==> src/rtl/instruction_fetch_unit_pkg.sv <==
// ----------------------------------------------------------------------------
// instruction_fetch_unit_pkg
//   Shared definitions for the instruction fetch unit and its prefetch buffer:
//   instruction/address width, PC increment, fetch FSM state type and the
//   buffer entry layout (instruction word plus the address it was fetched from).
// ----------------------------------------------------------------------------
package instruction_fetch_unit_pkg;

    localparam int                 INSTR_W    = 32;
    localparam logic [INSTR_W-1:0] PC_INC     = 32'd4;
    localparam logic [INSTR_W-1:0] ALIGN_MASK = 32'hFFFF_FFFC;

    // FETCH   : no request outstanding
    // WAIT    : one request outstanding, its data is wanted
    // DISCARD : one request outstanding, but it belongs to a flushed stream
    typedef enum logic [1:0] {
        FETCH   = 2'd0,
        WAIT    = 2'd1,
        DISCARD = 2'd2
    } ifu_state_t;

    typedef struct packed {
        logic [INSTR_W-1:0] addr;
        logic [INSTR_W-1:0] instr;
    } fetch_entry_t;

endpackage

==> src/rtl/instruction_fetch_unit_fetch_fifo.sv <==
// ----------------------------------------------------------------------------
// fetch_fifo
//   Prefetch buffer for the instruction fetch unit. Stores {addr, instr}
//   entries; head is presented combinationally and only changes on pop.
//
// Ports
//   clk_i, reset_i  clock, asynchronous active-high reset
//   flush           synchronous empty (wins over push/pop)
//   push/push_entry write an entry (ignored when full)
//   pop             drop the head entry (ignored when empty)
//   head            entry at the buffer head (meaningless when empty)
//   full/empty      occupancy flags
//   count           number of stored entries (0..DEPTH)
// ----------------------------------------------------------------------------
module fetch_fifo
    import instruction_fetch_unit_pkg::*;
#(
    parameter int DEPTH = 4
) (
    input  logic                   clk_i,
    input  logic                   reset_i,
    input  logic                   flush,
    input  logic                   push,
    input  fetch_entry_t           push_entry,
    input  logic                   pop,
    output fetch_entry_t           head,
    output logic                   full,
    output logic                   empty,
    output logic [$clog2(DEPTH):0] count
);

    localparam int                PTR_W    = $clog2(DEPTH);
    localparam logic [PTR_W:0]    CNT_FULL = (PTR_W+1)'(DEPTH);
    localparam logic [PTR_W:0]    CNT_ONE  = (PTR_W+1)'(1);
    localparam logic [PTR_W-1:0]  PTR_ONE  = PTR_W'(1);

    fetch_entry_t     mem [DEPTH];
    logic [PTR_W-1:0] wr_ptr;
    logic [PTR_W-1:0] rd_ptr;
    logic             do_push;
    logic             do_pop;

    assign do_push = push && !full;
    assign do_pop  = pop && !empty;

    // NOTE: sequential state uses non-blocking assignments so every flop
    // samples the pre-edge values regardless of block evaluation order.
    always_ff @(posedge clk_i or posedge reset_i) begin
        if (reset_i) begin
            wr_ptr <= '0;
            rd_ptr <= '0;
            count  <= '0;
        end else if (flush) begin
            wr_ptr <= '0;
            rd_ptr <= '0;
            count  <= '0;
        end else begin
            if (do_push) wr_ptr <= wr_ptr + PTR_ONE;
            if (do_pop)  rd_ptr <= rd_ptr + PTR_ONE;
            if (do_push && !do_pop)      count <= count + CNT_ONE;
            else if (do_pop && !do_push) count <= count - CNT_ONE;
        end
    end

    // NOTE: storage has no reset; validity is carried entirely by count,
    // so the array can map onto plain RAM/flops without a reset tree.
    always_ff @(posedge clk_i) begin
        if (do_push) mem[wr_ptr] <= push_entry;
    end

    assign head  = mem[rd_ptr];
    assign full  = (count == CNT_FULL);
    assign empty = (count == '0);

endmodule

==> src/rtl/instruction_fetch_unit.sv <==
// ----------------------------------------------------------------------------
// instruction_fetch_unit
//   Sequential instruction prefetcher: issues word-aligned fetches with at
//   most one outstanding request, buffers returned words with their address,
//   and hands them to decode over a valid/ready handshake. A redirect flushes
//   the buffer and restarts the stream; a request in flight at redirect time
//   is drained and its data dropped.
//
// Configuration
//   IFU_BYPASS_EN  when defined, an ack arriving with the buffer empty is
//                  presented to decode in the same cycle and only buffered
//                  if decode does not take it.
//
// Ports
//   clk_i, reset_i                 clock, asynchronous active-high reset
//   imem_req_o / imem_addr_o       fetch request strobe and address
//   imem_ack_i / imem_data_i       fetch response
//   redirect_i / redirect_addr_i   restart fetch stream at a new address
//   instr_valid_o / instr_ready_i  decode handshake
//   instr_o / instr_addr_o         instruction at buffer head and its address
// ----------------------------------------------------------------------------
module instruction_fetch_unit
    import instruction_fetch_unit_pkg::*;
#(
    parameter int                 FIFO_DEPTH = 4,
    parameter logic [INSTR_W-1:0] RESET_ADDR = 32'h0000_0000
) (
    input  logic               clk_i,
    input  logic               reset_i,
    output logic               imem_req_o,
    output logic [INSTR_W-1:0] imem_addr_o,
    input  logic               imem_ack_i,
    input  logic [INSTR_W-1:0] imem_data_i,
    input  logic               redirect_i,
    input  logic [INSTR_W-1:0] redirect_addr_i,
    output logic               instr_valid_o,
    input  logic               instr_ready_i,
    output logic [INSTR_W-1:0] instr_o,
    output logic [INSTR_W-1:0] instr_addr_o
);

    localparam int              CNT_W       = $clog2(FIFO_DEPTH) + 1;
    localparam logic [CNT_W:0]  DEPTH_LIMIT = (CNT_W+1)'(FIFO_DEPTH);

    ifu_state_t         state;
    logic [INSTR_W-1:0] pc;
    logic               ack_live;
    logic               ack_keep;
    logic               req;
    logic [CNT_W-1:0]   fifo_count;
    logic [CNT_W:0]     occupancy;
    logic               fifo_full;
    logic               fifo_empty;
    logic               fifo_push;
    logic               fifo_pop;
    fetch_entry_t       head;
    fetch_entry_t       ack_entry;

    // Acks only matter while a live request is outstanding; in FETCH they
    // are stale (e.g. from before a reset) and in DISCARD they are flushed.
    assign ack_live = imem_ack_i && (state == WAIT);
    assign ack_keep = ack_live && !redirect_i;

    // Occupancy counts the outstanding request so the buffer can never
    // overflow. Issue is allowed in FETCH, or in WAIT on the acking cycle.
    assign occupancy = {1'b0, fifo_count} + (CNT_W+1)'(state == WAIT);
    assign req       = ((state == FETCH) || ack_live) && !redirect_i
                       && (occupancy < DEPTH_LIMIT);

    assign imem_req_o  = req && !reset_i;
    assign imem_addr_o = pc;

    // The PC already advanced past the outstanding request, and any redirect
    // since issue would have left WAIT, so the request address is pc - 4.
    assign ack_entry.addr  = pc - PC_INC;
    assign ack_entry.instr = imem_data_i;

    // NOTE: every always_comb output gets a default first so no path leaves
    // a signal unassigned, which would otherwise infer a latch.
    always_comb begin
        instr_valid_o = !fifo_empty;
        instr_o       = '0;
        instr_addr_o  = '0;
        fifo_push     = ack_keep && !fifo_full;
        fifo_pop      = !fifo_empty && instr_ready_i;
        if (!fifo_empty) begin
            instr_o      = head.instr;
            instr_addr_o = head.addr;
        end
`ifdef IFU_BYPASS_EN
        else if (ack_keep) begin
            instr_valid_o = 1'b1;
            instr_o       = imem_data_i;
            instr_addr_o  = ack_entry.addr;
            fifo_push     = !instr_ready_i;
        end
`endif
    end

    fetch_fifo #(
        .DEPTH (FIFO_DEPTH)
    ) u_fetch_fifo (
        .clk_i      (clk_i),
        .reset_i    (reset_i),
        .flush      (redirect_i),
        .push       (fifo_push),
        .push_entry (ack_entry),
        .pop        (fifo_pop),
        .head       (head),
        .full       (fifo_full),
        .empty      (fifo_empty),
        .count      (fifo_count)
    );

    always_ff @(posedge clk_i or posedge reset_i) begin
        if (reset_i) begin
            state <= FETCH;
            pc    <= RESET_ADDR;
        end else begin
            if (redirect_i) pc <= redirect_addr_i & ALIGN_MASK;
            else if (req)   pc <= pc + PC_INC;

            case (state)
                FETCH: begin
                    if (req) state <= WAIT;
                end
                WAIT: begin
                    if (redirect_i)      state <= imem_ack_i ? FETCH : DISCARD;
                    else if (imem_ack_i) state <= req ? WAIT : FETCH;
                end
                DISCARD: begin
                    if (imem_ack_i) state <= FETCH;
                end
                default: state <= FETCH;
            endcase
        end
    end

endmodule

==> config.mk <==
export PLATFORM = sky130hd
export DESIGN_NAME = instruction_fetch_unit
export DESIGN_NICKNAME = d
export VERILOG_FILES = /design/src/rtl/instruction_fetch_unit_pkg.sv /design/src/rtl/instruction_fetch_unit_fetch_fifo.sv /design/src/rtl/instruction_fetch_unit.sv
export SDC_FILE = /design/constraint.sdc
export NUM_CORES = 1
export LEC_CHECK = 0
export ABC_AREA = 0
export BUFFER_PORTS_ARGS = -buffer_cell sky130_fd_sc_hd__buf_2
export CAP_MARGIN = 40
export CORE_ASPECT_RATIO = 1.4
export CORE_MARGIN = 2
export CORE_UTILIZATION = 60
export CTS_CLUSTER_DIAMETER = 40
export DETAILED_ROUTE_END_ITERATION = 8
export PLACE_DENSITY = 0.83
export SKIP_CTS_REPAIR_TIMING = 1
export SYNTH_ARGS = -nofsm -noshare
export SYNTH_HDL_FRONTEND = slang
export SYNTH_SLANG_ARGS = --single-unit
export TNS_END_PERCENT = 1
==> constraint.sdc <==
create_clock -name clk_i -period 6.45 [get_ports clk_i]
set_input_delay 0.645 -clock clk_i [delete_from_list [all_inputs] [get_ports clk_i]]
set_output_delay 0.645 -clock clk_i [all_outputs]
set_load 0.1 [all_outputs]
==> results of run 1 <==
per-stage QoR:
step	utilization, %	total power, µW	hold slack, ps
global placement	65.55	4579	582.2
CTS	70.77	6229	240.9
global route	70.77	6404	269.3
detailed placement	66.20	4642	588.3
finish	70.77	6176	245.9
floorplan	-	4222	554.6
kinds of logic after synthesis:
| kind of cell | count (synthesis) |
|---|---|
| and+or+nand+nor | 241 |
| other | 1 |
| AOI/OAI and AO/OA | 70 |
| muxes | 66 |
| DFF | 287 |
| xor gates and xnor gates | 32 |
| adders and majority gates | 7 |
| buffers and inverters | 70 |
state kept, by name, summed over array words and instances (netlist names):
signal / flops
u_fetch_fifo.mem: 248
imem_addr_o: 30
u_fetch_fifo.count: 3
state: 2
u_fetch_fifo.rd_ptr: 2
u_fetch_fifo.wr_ptr: 2
Yosys cell counts, drive strengths merged, types with 3 or more instances:
master,count
buf,20
nand2,55
and2,69
o211ai,8
or3,8
or2,3
nor3,10
nor4,10
o21ai,12
nand4,6
a21oi,8
dfrtp,39
a32oi,3
o311ai,15
and4,5
and3,3
clkbuf,38
or4,12
nor3b,4
nor2,25
mux4,62
xnor2,15
edfxtp,248
ha,6
nand3,22
xor2,17
inv,12
power by group through the flow:
stage | Combinational, µW | Sequential [µW] | Clock [µW]
3_5_place_dp | 2360 | 2280 | 0
3_3_place_gp | 2250 | 2330 | 0
4_1_cts | 2360 | 2240 | 1620
6_report | 2340 | 2250 | 1590
2_1_floorplan | 1820 | 2400 | 0
5_1_grt | 2440 | 2260 | 1710
cells in the final DEF (no fill, tap or decap), types with 6 or more instances in the layout:
cell,count
o311ai_0,15
nor4_1,10
and2_1,65
dfrtp_1,37
or3_1,7
clkbuf_16,31
xnor2_1,15
buf_4,9
nor2_1,25
a21oi_1,8
nand3_1,22
o21ai_0,12
edfxtp_1,248
nand2_1,55
o211ai_1,8
mux4_2,62
clkinv_1,6
inv_1,12
buf_2,160
ha_1,6
or4_1,10
nor3_1,10
nand4_1,6
xor2_1,17
per-layer routing:
metal / GRT usage [%] / part of all wire (%) / wire (µm) / vias to the layer above
met4: 7.824 / 2.7 / 697 / 0
met1: 30.75 / 39 / 9971 / 3659
met5: 0 / 0 / 0 / -
li1: - / - / - / 3315
met3: 3.170 / 6.1 / 1563 / 48
met2: 41.42 / 52 / 13410 / 307
final cells by class:
class / instances / area share (%)
flip-flops and latches: 287 / 58.38
inverters: 12 / 0.3120
clock inverters: 20 / 0.9706
repair buffers: 175 / 6.933
well taps: 256 / 2.219
multi-input cells: 420 / 25.71
clock buffers: 35 / 5.477
worst max-delay path, stage by stage, from the launching register on:
cell,delay [ps]
dfrtp_4,550
buf_16,300
buf_4,430
mux4_2,540
and2_1,190
buf_2,290
final timing paths:
check	from	endpoint	slack (ps)	depth (start not counted)
max	u_fetch_fifo.rd_ptr[0]$_DFFE_PP0P_	instr_addr_o[22]	2930	5
min	reset_i	state[0]$_DFFE_PP0P_	250	3
max reg2reg	state[1]$_DFFE_PP0P_	u_fetch_fifo.mem[1][0]$_DFFE_PP_	3000	4
min reg2reg	u_fetch_fifo.wr_ptr[0]$_DFFE_PP0P_	u_fetch_fifo.wr_ptr[0]$_DFFE_PP0P_	600	1
max in group asynchronous	reset_i	u_fetch_fifo.rd_ptr[0]$_DFFE_PP0P_	5810	3
min in group clk_i	imem_ack_i	state[1]$_DFFE_PP0P_	310	2
==> flow_summary.toml, run 1 <==
[outcome]
status = "completed"

[finish]
finalInstanceArea_um2 = 14440
drive_gt1_share_pct = 31.61
n_antenna_cell = 0
area_delta_synth_final_pct = 16.24
multi_input_area_um2 = 3712
instances_no_fill = 1205
regArea_um2 = 8428
nets = 1002
fillers = 1357

[cts]
cts_buffer_depth = 3
clkLatencyLatePin_ps = 530
path_clk_slew_ps = 60
cts_root_buf = "clkbuf_16"
cts_tree = "done"
htree_levels = 1
cts_sinks = 287
cts-buffers-inserted = 30

[timing]
fin_crit_ps = 3519
tightestPinTransition_ps = 883.0
slew_headroom_pct = 40.86
finalCritPeriodShare_pct = 54.56
fmax_mhz = 284.2
setup-violations-final = 0
setup_slack_ps = 2931
timing.setup.tns_ps = 0
rsz0062_at_grt = "false"
hold_viol = 0
slew_violations = 0
finalClockSkew_ps = 9.299

[place]
io_buffer_count = 160
place_area_um2 = 13510
dp_hpwl_mm = 16.85
gp_congestion = 0.9209
dp_slack_ps = 2508
dp.cells = 1150

[route]
via_count = 7329
ant_nets = 0
drtIter0Drc = 636
first_pass_iters = 5
viasPerCell = 6.082
drc_errors = 0
wl_mm = 25.64
wl_per_cell_um = 21.28

[yosys]
ys.flop_type = "edfxtp_1"
synth.avg_cell_area_um2 = 16.05
synth_cells = 774
synth_compound_area_share_pct = 4.291
synth_top_family_by_area = "multiplexers"
ys_types = 60
async_flop_share_pct = 13.59
synth_edf_count = 248
ys_ff_latch = 287
synthAdderAreaFrac_pct = 0.7656
ys_seq_area_share_pct = 67.82
synth.top_cells.by_area = "edfxtp_1 (60%), mux4_2 (11%), dfrtp_1 (7.9%), and2_1 (3.5%), nand2_1 (1.7%)"
synth.mux.area_fraction_pct = 11.58
synth_top_area_share_pct = 59.96
yosys.area_share.simple_pct = 10.78
synth_xor_area_share_pct = 2.256
syn_area_um2 = 12420
yosysTopAreaCell = "edfxtp_1"
yosys_warnings = 0

[floorplanning]
io_pins = 167
core_region_area_um2 = 20400
fp.dieW_um = 125.6
fp-row-count = 62
die_height_um = 174.2
initial_core_util_pct = 60.88
fp.dieArea_um2 = 21880

[power_and_ir_drop]
internal_power_uw = 3521
ir_worst_vdd_v = 0.0002866
share_comb_of_total_power_pct = 37.9
cellPowerDensity_nw_per_um2 = 427.8
power_switching_uw = 2655
p_seq_share_pct = 36.4
leakage_uw = 0.005181
swShare_pct = 42.99
clockPowerShare_pct = 25.7

[grt]
antenna_found_initial = 0
grt_first_pass_wirelength_mm = 40.72
grt_max_degree = 51
overflow = 0
grt_pass1_vias = 7533
grt_usage_pct = 23.63

[worst_hold_path]
min_path_type = "input port to asynchronous set/reset pin"

[setup_path]
crit_arrival_ps = 2870
start_kind = "flip-flop"
path_max_fanout = 37
critPathCaptureType = "primary output"
crit_required_ps = 5800
criticalPathCategory = "flip-flop to primary output"

[run]
drv_cap = 0
No activity file was read; power rests on OpenSTA's default activity.
==> inputs of run 2 (changes only) <==
Settings changed: CORE_UTILIZATION 60 to 58, PLACE_DENSITY 0.83 to 0.8.
Clock period 6.45 ns to 3.3 ns, I/O delays scaled along.
==> run 2 against run 1 <==
Cell area up 0.96%. Sequential share of layout area down 0.56 points. Sequential power up 94%. Routed wire length up 1.1%. Power up 96%. Core utilization down 1.8 points. Via count up 1.4%. Critical endpoint is now imem_req_o.
==> flow_summary.toml, run 2 (synthesized netlist as in run 1, its figures left out) <==
[setup_path]
slowest_stage = "a2111o_1"
cp_cell_sequence = "a21bo_2 > a2111o_1 > nor2_1 > buf_2"
crit_arrival_ps = 2510
criticalPathCategory = "flip-flop to primary output"
path_max_fanout = 17
critPathCaptureType = "primary output"
crit_required_ps = 2970
start_kind = "flip-flop"
cpPeakStageDelay_ps = 690

[cts]
cts-buffers-inserted = 27
cts_root_buf = "clkbuf_16"
clkLatencyLatePin_ps = 540
path_clk_slew_ps = 60
cts_sinks = 287
htree_levels = 1
cts_tree = "done"
cts_buffer_depth = 3

[route]
viasPerCell = 6.073
drtIter0Drc = 722
via_count = 7433
ant_nets = 0
wl_per_cell_um = 21.17
first_pass_iters = 5
drc_errors = 0
wl_mm = 25.92

[worst_hold_path]
min_path_type = "input port to flip-flop"

[floorplanning]
fp.dieW_um = 127.7
core_region_area_um2 = 21130
fp.dieArea_um2 = 22620
die_height_um = 177.2
initial_core_util_pct = 58.80
io_pins = 167
fp-row-count = 63

[place]
gp_congestion = 0.9419
place_area_um2 = 13590
dp_hpwl_mm = 16.19
dp_slack_ps = 706.9
io_buffer_count = 160

[timing]
setup-violations-final = 0
fmax_mhz = 351.8
fin_crit_ps = 2842
rsz0062_at_grt = "false"
setup_slack_ps = 457.8
hold_viol = 0
timing.setup.tns_ps = 0
tightestPinTransition_ps = 751.8
finalCritPeriodShare_pct = 86.13
slew_violations = 0
finalClockSkew_ps = 20.30
slew_headroom_pct = 49.42

[power_and_ir_drop]
ir_worst_vdd_v = 0.0007101
cellPowerDensity_nw_per_um2 = 828.4
leakage_uw = 0.005256

[finish]
area_delta_synth_final_pct = 17.36
mostFrequentLayoutCells = "edfxtp_1 (248), buf_2 (160), and2_1 (65), mux4_2 (62), nand2_1 (55)"
drive_gt1_share_pct = 31.88
fillers = 1469
regMostFlops = "u_fetch_fifo.mem"
final_common_cell = "edfxtp_1"
finalInstanceArea_um2 = 14580
nets = 1018
fin_util_pct = 69.00
largest_reg_flops = 248

[grt]
grt_first_pass_wirelength_mm = 39.99
overflow = 0
antenna_found_initial = 0
grt_usage_pct = 22.83
grt_max_degree = 65
grt_pass1_vias = 7457

[run]
drv_cap = 0

[outcome]
status = "completed"
run 2: cell types whose count changed in the layout (fill, tap and decap cells not counted), moves of 2 or more:
cell           previous run  this run
bufinv_16                 0         3
clkinv_1                  6         3
inv_6                     5         3
buf_4                     9        16
clkbuf_16                31        27
dlygate4sd3_1             0        10
clkinv_2                  1         7
buf_16                    3         0
clkinv_4                  4         0
buf_12                    2         8
run 2: through the flow:
stage                     cells  hold slack (ps)  power (µW)
after floorplan             777            395.5        8253
after global placement     1163            479.0        9049
after detailed placement   1163            490.1        9093
after CTS                  1213           -85.31       12160
after global routing       1223         0.001832       12500
final                      1224            8.001       12080
run 2: path summary, 6_finish.rpt:
path                                                    startpoint                                  to  slack (ps)  cells after the start
worst min-delay path                           redirect_addr_i[17]         imem_addr_o[17]$_DFFE_PP0P_           8                      3
min in group asynchronous                                  reset_i         imem_addr_o[23]$_DFFE_PP0P_         480                      3
worst max register to register         imem_addr_o[16]$_DFFE_PP0P_   u_fetch_fifo.mem[0][62]$_DFFE_PP_         630                      5
worst min register to register  u_fetch_fifo.wr_ptr[0]$_DFFE_PP0P_  u_fetch_fifo.wr_ptr[0]$_DFFE_PP0P_         620                      1
worst max-delay path             u_fetch_fifo.count[1]$_DFFE_PP0P_                          imem_req_o         460                      4
max in group asynchronous                                  reset_i          imem_addr_o[4]$_DFFE_PP0P_        1990                      4
run 2: layer usage:
layer / vias up / GRT usage (%) / routed length [µm]
li1: 3360 / - / -
met1: 3709 / 28.91 / 9963
met2: 315 / 40.91 / 13590
met3: 49 / 3.476 / 1743
met4: 0 / 6.593 / 626
met5: - / 0 / 0
run 2: cell type report:
class | instances | area, µm² | share of cell area, %
timing repair buffer | 194 | 1181 | 8.103
sequential | 287 | 8428 | 57.82
antenna | 1 | 2.502 | 0.01717
multi-input combinational | 420 | 3707 | 25.43
clock inverter | 20 | 200.2 | 1.373
clock buffer | 30 | 686.9 | 4.712
tap | 260 | 325.3 | 2.232
inverter | 12 | 45.04 | 0.3090
run 2: power by group:
part,internal (µW),switching [µW],leakage [µW]
Clock,1760,1320,0.000437
Sequential,4160,217,0.00272
Combinational,1000,3620,0.00210
Total,6920,5160,0.00526
run 2: critical path: cells and delay by family, from the launching register on:
| family | cells | cell delay, ps |
|---|---|---|
| compound gates | 2 | 960 |
| buf+inv | 1 | 440 |
| flops | 1 | 420 |
| simple gates | 1 | 170 |
==> inputs of run 3 (changes only) <==
Settings changed: CORE_ASPECT_RATIO 1.4 to 1.75.
==> run 3 against run 2 <==
Sequential power is essentially flat. Routed wire length fell by 1.3%. Highest routed layer unchanged. Sequential cell count unchanged. Cell area fell by 1.2%. First-iteration DRC count is 32% lower. Clock power decreased by 10%. Worst hold slack lost 0.69 ps.
==> flow_summary.toml, run 3 (synthesized netlist as in run 1, its figures left out) <==
[place]
gp_congestion = 0.9401
dp_hpwl_mm = 16.73
io_buffer_count = 160

[route]
first_pass_iters = 5
drc_errors = 0
wl_mm = 25.57
drtIter0Drc = 491
ant_nets = 0
via_count = 7234
viasPerCell = 6.013
wl_per_cell_um = 21.26

[finish]
nets = 1010
final_common_cell = "edfxtp_1"
area_delta_synth_final_pct = 15.96
drive_gt1_share_pct = 31.86
largest_reg_flops = 248
n_antenna_cell = 0
mostFrequentLayoutCells = "edfxtp_1 (248), buf_2 (160), and2_1 (65), mux4_2 (62), nand2_1 (55)"
regMostFlops = "u_fetch_fifo.mem"
fillers = 1411
fin_util_pct = 68.80

[setup_path]
r2r_start = "state[1]$_DFFE_PP0P_"
crit_required_ps = 2970
crit_arrival_ps = 2520
cpPeakStageDelay_ps = 640
cpMostUsedCell = "buf_2"
start_kind = "input port"
cp_cell_sequence = "dlygate4sd3_1 > buf_2 > a21bo_2 > a2111o_1 > nor2_1 > buf_2"
slowest_stage = "a2111o_1"
critPathCaptureType = "primary output"
crit_start = "imem_ack_i"
path_max_fanout = 16
criticalPathCategory = "input port to primary output"
rrSetupSlack_ps = 620

[outcome]
status = "completed"

[floorplanning]
fp.dieArea_um2 = 22650
io_pins = 167
fp.dieW_um = 114.6
fp-row-count = 70
initial_core_util_pct = 59.34
die_height_um = 197.6
core_region_area_um2 = 20930

[worst_hold_path]
min_path_type = "input port to flip-flop"
worstHoldStart = "redirect_addr_i[4]"

[cts]
cts-buffers-inserted = 26
path_clk_slew_ps = 60
clkLatencyLatePin_ps = 520
cts_tree = "done"
cts_sinks = 287
cts_buffer_depth = 3
htree_levels = 1
cts_root_buf = "clkbuf_16"

[timing]
fmax_mhz = 350.7
tightestPinTransition_ps = 697.6
slew_headroom_pct = 53.45
timing.setup.tns_ps = 0
fin_crit_ps = 2851
slew_violations = 0
hold_viol = 0
finalClockSkew_ps = 18.39
rsz0062_at_grt = "false"
setup-violations-final = 0
finalCritPeriodShare_pct = 86.40

[grt]
antenna_found_initial = 0
grt_first_pass_wirelength_mm = 39.94
grt_pass1_vias = 7584
grt_max_degree = 65
overflow = 0
grt_usage_pct = 22.90

[power_and_ir_drop]
ir_worst_vdd_v = 0.0006071
leakage_uw = 0.005182
cellPowerDensity_nw_per_um2 = 814.7

[run]
drv_cap = 0
## run 3: cell count changes in the layout (fill, tap and decap cells not counted), moves of 2 or more
cell | before | now
inv_6 | 3 | 1
clkinv_4 | 0 | 4
clkinv_2 | 7 | 5
dlygate4sd3_1 | 10 | 2
bufinv_16 | 3 | 0
## run 3: metal layers
| layer | GRT usage (%) | part of all wire, % | up-vias |
|---|---|---|---|
| met3 | 2.823 | 5.3 | 57 |
| met5 | 0 | 0 | - |
| met1 | 27.56 | 37 | 3582 |
| met2 | 41.22 | 54 | 271 |
| li1 | - | - | 3324 |
| met4 | 9.621 | 3.7 | 0 |
## run 3: area by class of cell
type / instances / area, µm² / share of cell area (%)
Clock buffer: 31 / 690.7 / 4.795
Clock inverter: 14 / 95.09 / 0.6602
Timing Repair Buffer: 187 / 1121 / 7.784
Inverter: 12 / 45.04 / 0.3127
Multi-Input combinational cell: 420 / 3707 / 25.74
Tap cell: 252 / 315.3 / 2.189
Sequential cell: 287 / 8428 / 58.52
## run 3: worst paths after layout
check	depth (start not counted)	endpoint
setup / recovery	6	imem_req_o
hold / removal	3	imem_addr_o[4]$_DFFE_PP0P_
setup reg to reg	8	u_fetch_fifo.count[2]$_DFFE_PP0P_
hold reg to reg	1	u_fetch_fifo.wr_ptr[0]$_DFFE_PP0P_
max in group asynchronous	4	u_fetch_fifo.rd_ptr[0]$_DFFE_PP0P_
min in group asynchronous	3	imem_addr_o[11]$_DFFE_PP0P_
## run 3: report_power, final
part / total [µW] / leakage [µW] / switching (µW) / internal, µW
Clock: 2770 / 0.000387 / 1260 / 1510
Sequential: 4370 / 0.00272 / 215 / 4160
Combinational: 4590 / 0.00207 / 3610 / 989
Total: 11700 / 0.00518 / 5080 / 6650
## run 3: through the flow
step | cells | hold slack, ps | area (µm²) | power (µW) | setup slack, ps
2_1_floorplan | 777 | 395.5 | 12430 | 8253 | 46.94
3_3_place_gp | 1156 | 471.9 | 13600 | 9044 | 738.7
3_5_place_dp | 1156 | 482.1 | 13600 | 9083 | 669.6
4_1_cts | 1201 | -72.94 | 14380 | 11830 | 491.9
5_1_grt | 1203 | 1.773 | 14400 | 12140 | 357.0
6_report | 1203 | 7.314 | 14400 | 11730 | 448.9
## run 3: worst max-delay path, delay by kind of cell
family / cells / cell delay, ps
buf+inv: 3 / 1120
compound gates: 2 / 910
simple gates: 1 / 160
